===== config.mk =====
export PLATFORM = sky130hd
export DESIGN_NAME = sum_result_fifo_flat
export DESIGN_NICKNAME = d
export VERILOG_FILES = /design/src/rtl/sum_result_fifo_if.sv /design/src/rtl/sum_result_fifo.sv /design/src/flat_wrapper.sv
export SDC_FILE = /design/constraint.sdc
export NUM_CORES = 1
export LEC_CHECK = 0
export ABC_AREA = 0
export CORE_UTILIZATION = 37
export CTS_CLUSTER_SIZE = 20
export DETAILED_ROUTE_END_ITERATION = 8
export PLACE_DENSITY_LB_ADDON = 0.1
export SYNTH_ARGS = -nofsm -noshare
export SYNTH_HDL_FRONTEND = slang
export SYNTH_SLANG_ARGS = --single-unit

===== constraint.sdc =====
create_clock -name clk -period 2.2 [get_ports clk]
set_input_delay 0.44 -clock clk [delete_from_list [all_inputs] [get_ports clk]]
set_output_delay 0.44 -clock clk [all_outputs]
set_load 0.005 [all_outputs]

===== src/rtl/sum_result_fifo_if.sv =====
// Result handshake bundle between adder, FIFO and consumer.
// slave = FIFO side, master = producer/consumer side.
interface sum_result_fifo_if #(
    parameter int W = 10
);
    logic         in_valid;
    logic [W-1:0] in_data;
    logic         out_valid;
    logic         out_ready;
    logic [W-1:0] out_data;

    modport slave (
        input  in_valid,
        input  in_data,
        input  out_ready,
        output out_valid,
        output out_data
    );

    modport master (
        output in_valid,
        output in_data,
        output out_ready,
        input  out_valid,
        input  out_data
    );
endinterface


===== src/rtl/sum_result_fifo.sv =====
// Result FIFO: buffers adder result pulses, drops and counts on full.
// Optional running total of popped data under `SUMFIFO_TOTAL_EN.
module sum_result_fifo #(
    parameter int W     = 10,
    parameter int DEPTH = 4
) (
    input  logic                       clk,
    input  logic                       rst_n,
    sum_result_fifo_if.slave           bus,
    output logic [$clog2(DEPTH+1)-1:0] count,
    output logic                       full,
    output logic                       empty,
    input  logic                       ovf_clr,
    output logic                       overflow,
    output logic [7:0]                 drop_cnt
`ifdef SUMFIFO_TOTAL_EN
    ,
    output logic [W+7:0]               total
`endif
);
    localparam int AW = $clog2(DEPTH);
    localparam int PW = AW + 1;
    localparam int CW = $clog2(DEPTH + 1);

    logic [W-1:0]  r_mem [DEPTH];
    logic [PW-1:0] r_wr_ptr;
    logic [PW-1:0] r_rd_ptr;
    logic [CW-1:0] r_count;
    logic          r_full;
    logic          r_empty;
    logic          r_overflow;
    logic [7:0]    r_drop_cnt;

    logic          w_pop;
    logic          w_push;
    logic          w_drop;
    logic [PW-1:0] w_wr_nxt;
    logic [PW-1:0] w_rd_nxt;
    logic [PW-1:0] w_diff;

    assign w_pop  = !r_empty & bus.out_ready;
    assign w_push = bus.in_valid & (!r_full | w_pop);
    assign w_drop = bus.in_valid & r_full & !w_pop;

    // Next pointer values and the occupancy they imply.
    always_comb begin
        w_wr_nxt = r_wr_ptr;
        w_rd_nxt = r_rd_ptr;
        if (w_push) w_wr_nxt = r_wr_ptr + PW'(1);
        if (w_pop)  w_rd_nxt = r_rd_ptr + PW'(1);
        w_diff = w_wr_nxt - w_rd_nxt;
    end

    // Pointers and registered status, updated together.
    always_ff @(posedge clk or negedge rst_n) begin
        if (!rst_n) begin
            r_wr_ptr <= '0;
            r_rd_ptr <= '0;
            r_count  <= '0;
            r_full   <= 1'b0;
            r_empty  <= 1'b1;
        end else begin
            r_wr_ptr <= w_wr_nxt;
            r_rd_ptr <= w_rd_nxt;
            r_count  <= CW'(w_diff);
            r_empty  <= (w_wr_nxt == w_rd_nxt);
            r_full   <= (w_wr_nxt[AW] != w_rd_nxt[AW]) &&
                        (w_wr_nxt[AW-1:0] == w_rd_nxt[AW-1:0]);
        end
    end

    // Storage write; flushed on reset so nothing stale survives.
    always_ff @(posedge clk or negedge rst_n) begin
        if (!rst_n) begin
            for (int i = 0; i < DEPTH; i++) r_mem[i] <= '0;
        end else if (w_push) begin
            r_mem[r_wr_ptr[AW-1:0]] <= bus.in_data;
        end
    end

    // Sticky overflow and saturating drop counter; a drop beats a clear.
    always_ff @(posedge clk or negedge rst_n) begin
        if (!rst_n) begin
            r_overflow <= 1'b0;
            r_drop_cnt <= '0;
        end else if (w_drop) begin
            r_overflow <= 1'b1;
            if (ovf_clr)
                r_drop_cnt <= 8'd1;
            else if (r_drop_cnt != 8'hFF)
                r_drop_cnt <= r_drop_cnt + 8'd1;
        end else if (ovf_clr) begin
            r_overflow <= 1'b0;
            r_drop_cnt <= '0;
        end
    end

`ifdef SUMFIFO_TOTAL_EN
    logic [W+7:0] r_total;

    // Running sum of everything handed to the consumer.
    always_ff @(posedge clk or negedge rst_n) begin
        if (!rst_n)
            r_total <= '0;
        else if (w_pop)
            r_total <= r_total + (W+8)'(bus.out_data);
    end

    assign total = r_total;
`endif

    assign bus.out_valid = !r_empty;
    assign bus.out_data  = r_empty ? '0 : r_mem[r_rd_ptr[AW-1:0]];
    assign count         = r_count;
    assign full          = r_full;
    assign empty         = r_empty;
    assign overflow      = r_overflow;
    assign drop_cnt      = r_drop_cnt;
endmodule

===== src/flat_wrapper.sv =====
// flat-port wrapper written by rule: the top's interface ports become plain ports
module sum_result_fifo_flat 
#(
    parameter int W     = 10,
    parameter int DEPTH = 4
)
  (clk, rst_n, count, full, empty, ovf_clr, overflow, drop_cnt, bus_in_valid, bus_in_data, bus_out_ready, bus_out_valid, bus_out_data);
  sum_result_fifo_if #(.W(W)) bus_i ();
  input  logic clk;
  input  logic rst_n;
  output logic [$clog2(DEPTH+1)-1:0] count;
  output logic full;
  output logic empty;
  input  logic ovf_clr;
  output logic overflow;
  output logic [7:0] drop_cnt;
  input wire logic [$bits(bus_i.in_valid)-1:0] bus_in_valid;
  input wire logic [$bits(bus_i.in_data)-1:0] bus_in_data;
  input wire logic [$bits(bus_i.out_ready)-1:0] bus_out_ready;
  output wire logic [$bits(bus_i.out_valid)-1:0] bus_out_valid;
  output wire logic [$bits(bus_i.out_data)-1:0] bus_out_data;
  assign bus_i.in_valid = bus_in_valid;
  assign bus_i.in_data = bus_in_data;
  assign bus_i.out_ready = bus_out_ready;
  assign bus_out_valid = bus_i.out_valid;
  assign bus_out_data = bus_i.out_data;
  sum_result_fifo #(.W(W), .DEPTH(DEPTH)) u_core (.clk(clk), .rst_n(rst_n), .bus(bus_i), .count(count), .full(full), .empty(empty), .ovf_clr(ovf_clr), .overflow(overflow), .drop_cnt(drop_cnt));
endmodule

==> results of run 1 <==
cell type report:
type	count	area (um^2)
fillers	642	3560
flip-flops and latches	60	1500
multi-input cells	131	1310
repair buffers	61	642
clock buffers	11	131
well taps	99	124
inverters	9	33.8
clock inverters	5	30.0
repair_timing:
action / in CTS / in global routing
setup buffers: 8 / 0
resized for setup: 54 / 13
cloned: 1 / 0
endpoints found under the setup margin: 10 / 10
synthesized netlist by cell type:
cell type	n
o21ai_0	2
a21boi_2	1
nand2b_4	1
a21oi_1	4
buf_2	2
nand3_1	5
nor2_1	7
ha_1	8
and2b_4	1
inv_1	9
nand4_1	1
o2bb2ai_1	1
xnor2_1	5
a211oi_1	1
mux4_2	10
fa_1	1
nand3_2	1
mux2_2	42
nor2b_1	4
nand2_2	3
o211ai_4	1
or2_2	1
nand2_1	8
a21o_1	1
dfstp_2	1
clkbuf_1	3
nand3b_1	1
a311oi_1	1
nor4_1	3
or4_1	2
o31ai_1	3
dfrtp_1	59
and2_1	10
a31oi_1	1
xnor3_1	1
through the flow:
| stage | worst slack (ns) | total power, uW | utilization | hold slack (ns) | cells |
|---|---|---|---|---|---|
| 2_1_floorplan | 0.359 | 3230 | - | 0.144 | 205 |
| 3_3_place_gp | -0.0463 | 4090 | 0.473 | 0.455 | 351 |
| 3_5_place_dp | -0.0643 | 4120 | 0.473 | 0.453 | 351 |
| 4_1_cts | -0.0832 | 5200 | 0.508 | 0.0812 | 376 |
| 5_1_grt | -0.118 | 5730 | 0.514 | 0.108 | 376 |
| 6_report | -0.0372 | 5310 | 0.514 | 0.0769 | 376 |
power groups by stage:
stage          clock network [uW]  logic [uW]  registers [uW]
2_1_floorplan                   0        1440            1790
3_3_place_gp                    0        2230            1860
3_5_place_dp                    0        2250            1870
4_1_cts                       864        2470            1870
5_1_grt                       908        2890            1920
6_report                      826        2620            1860
path summary, 6_finish.rpt:
path,end,slack (ns)
worst max-delay path,bus_out_data[5],-0.04
worst min-delay path,u_core.r_mem[12],0.08
worst max register to register,u_core.count[1],0.30
worst min register to register,u_core.r_wr_ptr[2],0.49
max in group asynchronous,u_core.r_mem[7],1.62
min in group clk,u_core.r_wr_ptr[2],0.49
flip-flops by register name, summed over array words and instances, names as in the netlist:
name             count
u_core.r_mem        40
u_core.drop_cnt      8
u_core.count         3
u_core.r_rd_ptr      3
u_core.r_wr_ptr      3
u_core.empty         1
u_core.full          1
u_core.overflow      1
routing by layer:
metal,GRT usage,share of wire
met4,0.0519,0.0078
met1,0.211,0.45
met5,0,0
met3,0.0585,0.050
met2,0.267,0.49
critical path: stages, from the launching register on:
cell       delay, ns
dfrtp_2         0.44
clkbuf_16       0.16
buf_8           0.10
mux4_2          0.48
and2_4          0.17
buf_6           0.10
cells by family after synthesis:
group,synth area share
xor gates and xnor gates,0.0233
muxes,0.246
AOI/OAI and AO/OA,0.0436
and+or+nand+nor,0.0969
buffers and inverters,0.0194
adders and majority gates,0.0423
DFF,0.529
==> reports/qor.csv, run 1 <==
stage,metric,value,unit
clock_network,clk_pin_slew,0.07,ns
routing,dr_total_vias,1833,
die,io_pins,40,
yosys,synth-seq-area-share,0.529,
grt,grt-ovfl-total,0,
yosys,ys_top_cells_by_area,"dfrtp_1 (52%), mux2_2 (17%), mux4_2 (7.9%), ha_1 (3.5%), and2_1 (2.2%)",
grt,antenna_found_initial,0,
power_and_ir_drop,powerDensity,1410,nW/um^2
place,routabilityCongestion,0.792,
critical_path,critPathMaxFanout,3,
critical_path,arrival,1.80,ns
critical_path,r2r_cells,5,
critical_path,cp.required,1.76,ns
outcome,outcome,"finished, violations left",
grt,grt_pass1_vias,1887,
die,die_y,89.6,um
place,dpl_cell_area,3460,um^2
yosys,yosys_warnings,0,
final_layout,area_growth,32.7,%
clock_network,cts_root_buffer,clkbuf_8,
routing,dr.pass1.iters,4,
timing,fin_skew,0.00737,ns
timing,max_slew_margin,0.649,
clock_network,cts_buffers,9,
final_layout,layout_commonest_cell,dfrtp_1,
power_and_ir_drop,p_comb_frac,0.494,
die,rows,31,
routing,wirelength,5.80,mm
grt,grt_pass1_wl,9.55,mm
clock_network,clock-sinks,60,
die,start_util,0.388,
timing,hold_violations,0,
timing,fmaxAchievable,447,MHz
outcome,violations,negative setup slack,
power_and_ir_drop,swShare,0.295,
critical_path,crit_type,reg -> out,
yosys,avgSynthCellArea,13.9,um^2
grt,grt_use_total,0.166,
critical_path,start_kind,register,
routing,viasPerCell,4.88,
yosys,synth_top_area_frac,0.520,
power_and_ir_drop,seqPwrFrac,0.351,
final_layout,fin_nets,296,
routing,drt_iter0_markers,78,
timing,worst_pin_slew,0.527,ns
clock_network,holdBufCountCts,0,
power_and_ir_drop,p_leak,0.00163,uW
clock_network,cts_htree_levels,3,
clock_network,cts_buffer_depth,2,
final_layout,finalInstanceArea,3770,um^2
grt,grt_start_max_net_pins,22,
timing,setup_viol,9,
final_layout,final_cell_mix,"dfrtp_1 (58), mux2_2 (42), clkdlybuf4s50_1 (28)",
yosys,synth_area_leader_cell,dfrtp_1,
min_path,hp-class,in -> async,
final_layout,n_antenna_cell,0,
yosys,synth_seq_cells,60,
yosys,syn_area,2840,um^2
final_layout,drive_gt1_frac,0.430,
clock_network,clock_latency,0.34,ns
critical_path,endpoint_kind,output pin,
critical_path,critPathLaunch,u_core.r_rd_ptr[0],
timing,setup_tns,-0.195,ns
routing,drc,0,
timing,timing.final.ws_setup,-0.0372,ns
timing,fin_crit_sh,1.02,
yosys,synthCells,205,
power_and_ir_drop,peakVddDrop,0.558,mV
routing,antenna_left,0,
yosys,ys_types,35,
power_and_ir_drop,p_sw,1570,uW
yosys,syn_nets,229,
place,hpwl,3.87,mm
routing,wl_per_cell,15.4,um
die,dieArea,8030,um^2
power_and_ir_drop,clkPwrFrac,0.156,
critical_path,reg2reg_from,u_core.empty,
flow_run,cap_violations,0,
timing,slew_viol_final,0,
clock_network,cts_tree,built,
place,io_buffers,39,
die,die_w,89.6,um
die,core_area,7330,um^2
timing,min_period,2.24,ns
power_and_ir_drop,p_int,3740,uW
timing,rsz0062_at_grt,true,
No activity file was read; power rests on OpenSTA's default activity.
==> run 2: changes to the inputs <==
Settings changed: CELL_PAD_IN_SITES_DETAIL_PLACEMENT from default to 0, CELL_PAD_IN_SITES_GLOBAL_PLACEMENT from default to 2.
==> run 2 against run 1 <==
Net effect: the flow now finishes without violations; global-route usage fell by 0.41 points; non-clock buffer count decreased by 2; clock power increased by 25%; sequential cell count is the same; total power is 0.75% lower; fmax increased by 3.8%.
==> reports/qor.csv, run 2 (synthesis results as in run 1) <==
stage,metric,value,unit
outcome,outcome,completed,
final_layout,finalInstanceArea,3720,um^2
critical_path,critPathBufInv,3,
timing,fin_skew,0.00812,ns
timing,worst_pin_slew,0.468,ns
power_and_ir_drop,p_leak,0.00162,uW
power_and_ir_drop,powerDensity,1420,nW/um^2
clock_network,cts_buffers,9,
timing,slew_viol_final,0,
timing,rsz0062_at_grt,true,
clock_network,clk_pin_slew,0.07,ns
grt,grt_use_total,0.162,
timing,hold_violations,0,
routing,wirelength,5.67,mm
grt,use_met3,0.0548,
critical_path,endpoint_kind,output pin,
routing,wl_per_cell,15.2,um
final_layout,seq_area,1500,um^2
clock_network,cts_tree,built,
final_layout,largest_reg_flops,40,
routing,dr.pass1.iters,4,
place,io_buffers,39,
grt,antenna_found_initial,0,
place,routabilityCongestion,0.714,
routing,drc,0,
critical_path,arrival,1.72,ns
final_layout,fin_nets,294,
final_layout,fillCellCount,657,
critical_path,crit_slowest_cell,mux4_2,
routing,drt_iter0_markers,119,
grt,grt_pass1_vias,1868,
min_path,hp-class,in -> async,
grt,grt-ovfl-total,0,
die,die_y,89.6,um
flow_run,cap_violations,0,
critical_path,critPathMaxFanout,4,
timing,max_slew_margin,0.687,
clock_network,clock_latency,0.33,ns
clock_network,holdBufCountCts,0,
grt,grtUsageMet1,0.201,
timing,setup_tns,0,ns
final_layout,area_growth,31.0,%
final_layout,multi_input_area,1300,um^2
critical_path,cp_cell_sequence,buf_6 > buf_6 > mux4_2 > and2_4 > buf_6,
power_and_ir_drop,peakVddDrop,0.597,mV
timing,fin_crit_sh,0.980,
final_layout,drive_gt1_frac,0.422,
critical_path,critical-path-max-stage-delay,0.48,ns
critical_path,crit_family,multiplexers,
grt,grt_start_max_net_pins,61,
timing,min_period,2.16,ns
timing,fmaxAchievable,464,MHz
routing,dr_total_vias,1821,
clock_network,cts_root_buffer,clkbuf_8,
place,hpwl,3.72,mm
clock_network,cts_buffer_depth,2,
final_layout,regMostFlops,u_core.r_mem,
die,rows,31,
critical_path,reg2reg_from,u_core.empty,
die,start_util,0.388,
routing,viasPerCell,4.87,
die,dieArea,8030,um^2
final_layout,final_cell_mix,"dfrtp_1 (59), mux2_2 (42), clkdlybuf4s50_1 (28)",
critical_path,cp_common_cell,buf_6,
critical_path,critPathLaunch,u_core.r_rd_ptr[0],
final_layout,layout_commonest_cell,dfrtp_1,
grt,use_met2,0.267,
grt,grt_pass1_wl,9.30,mm
die,io_pins,40,
routing,antenna_left,0,
clock_network,cts_htree_levels,3,
critical_path,r2r_cells,5,
place,dpl_cell_area,3430,um^2
die,core_area,7330,um^2
critical_path,crit_cells,5,
clock_network,clock-sinks,60,
critical_path,start_kind,register,
critical_path,cp.required,1.76,ns
grt,gr-max-usage-layer,met2,
die,die_w,89.6,um
timing,setup_viol,0,
final_layout,n_antenna_cell,0,
critical_path,crit_type,reg -> out,
[run 2: cell types whose count changed in the layout (fill, tap and decap cells not counted), sizes merged]
cell | previous run | this run
clkbuf | 12 | 18
clkinv | 3 | 2
bufinv | 0 | 1
clkinvlp | 2 | 0
buf | 32 | 26
[run 2: path summary, 6_finish.rpt]
kind,endpoint,slack (ns)
max,bus_out_data[6],0.04
min,u_core.r_mem[20],0.11
max reg2reg,u_core.count[1],0.30
min reg2reg,u_core.r_wr_ptr[2],0.48
max in group asynchronous,u_core.empty,1.78
min in group clk,u_core.r_wr_ptr[2],0.48
[run 2: layout make-up]
| type | count | share of cell area |
|---|---|---|
| multi-input cells | 131 | 0.350 |
| well taps | 99 | 0.0333 |
| clock inverters | 3 | 0.0118 |
| flip-flops and latches | 60 | 0.404 |
| repair buffers | 59 | 0.147 |
| inverters | 9 | 0.00908 |
| clock buffers | 13 | 0.0454 |
[run 2: routing by layer]
layer,part of all wire,up-vias
met5,0,-
met4,0.010,0
met3,0.044,4
met2,0.49,37
met1,0.46,916
li1,-,864
[run 2: what timing repair did]
item,in CTS,in global routing
endpoints found under the setup margin,10,10
gates cloned,0,0
hold endpoints to repair,0,0
resized for setup,38,15
pin swaps,0,0
setup buffers,8,0
[run 2: worst reg2reg max path: stages (launching register included)]
cell	delay (ns)
dfstp_2	0.57
nand2b_4	0.15
a21boi_2	0.07
buf_4	0.16
o21ai_0	0.34
fa_1	0.48
[run 2: stage by stage]
stage	total power, uW	instances	hold slack [ns]	worst slack (ns)	utilization
after floorplan	3230	205	0.144	0.359	-
after global placement	4070	350	0.470	-0.0385	0.468
after detailed placement	4100	350	0.473	-0.0881	0.468
after CTS	5250	374	0.118	-0.0638	0.507
after global routing	5670	374	0.113	-0.0505	0.508
final	5270	374	0.111	0.0444	0.508
[run 2: report_power, final]
group | internal (uW) | total (uW) | leakage (uW) | switching [uW]
logic | 1550 | 2390 | 0.000784 | 847
registers | 1600 | 1840 | 0.000730 | 243
clock network | 617 | 1030 | 0.000110 | 417
total | 3760 | 5270 | 0.00162 | 1510
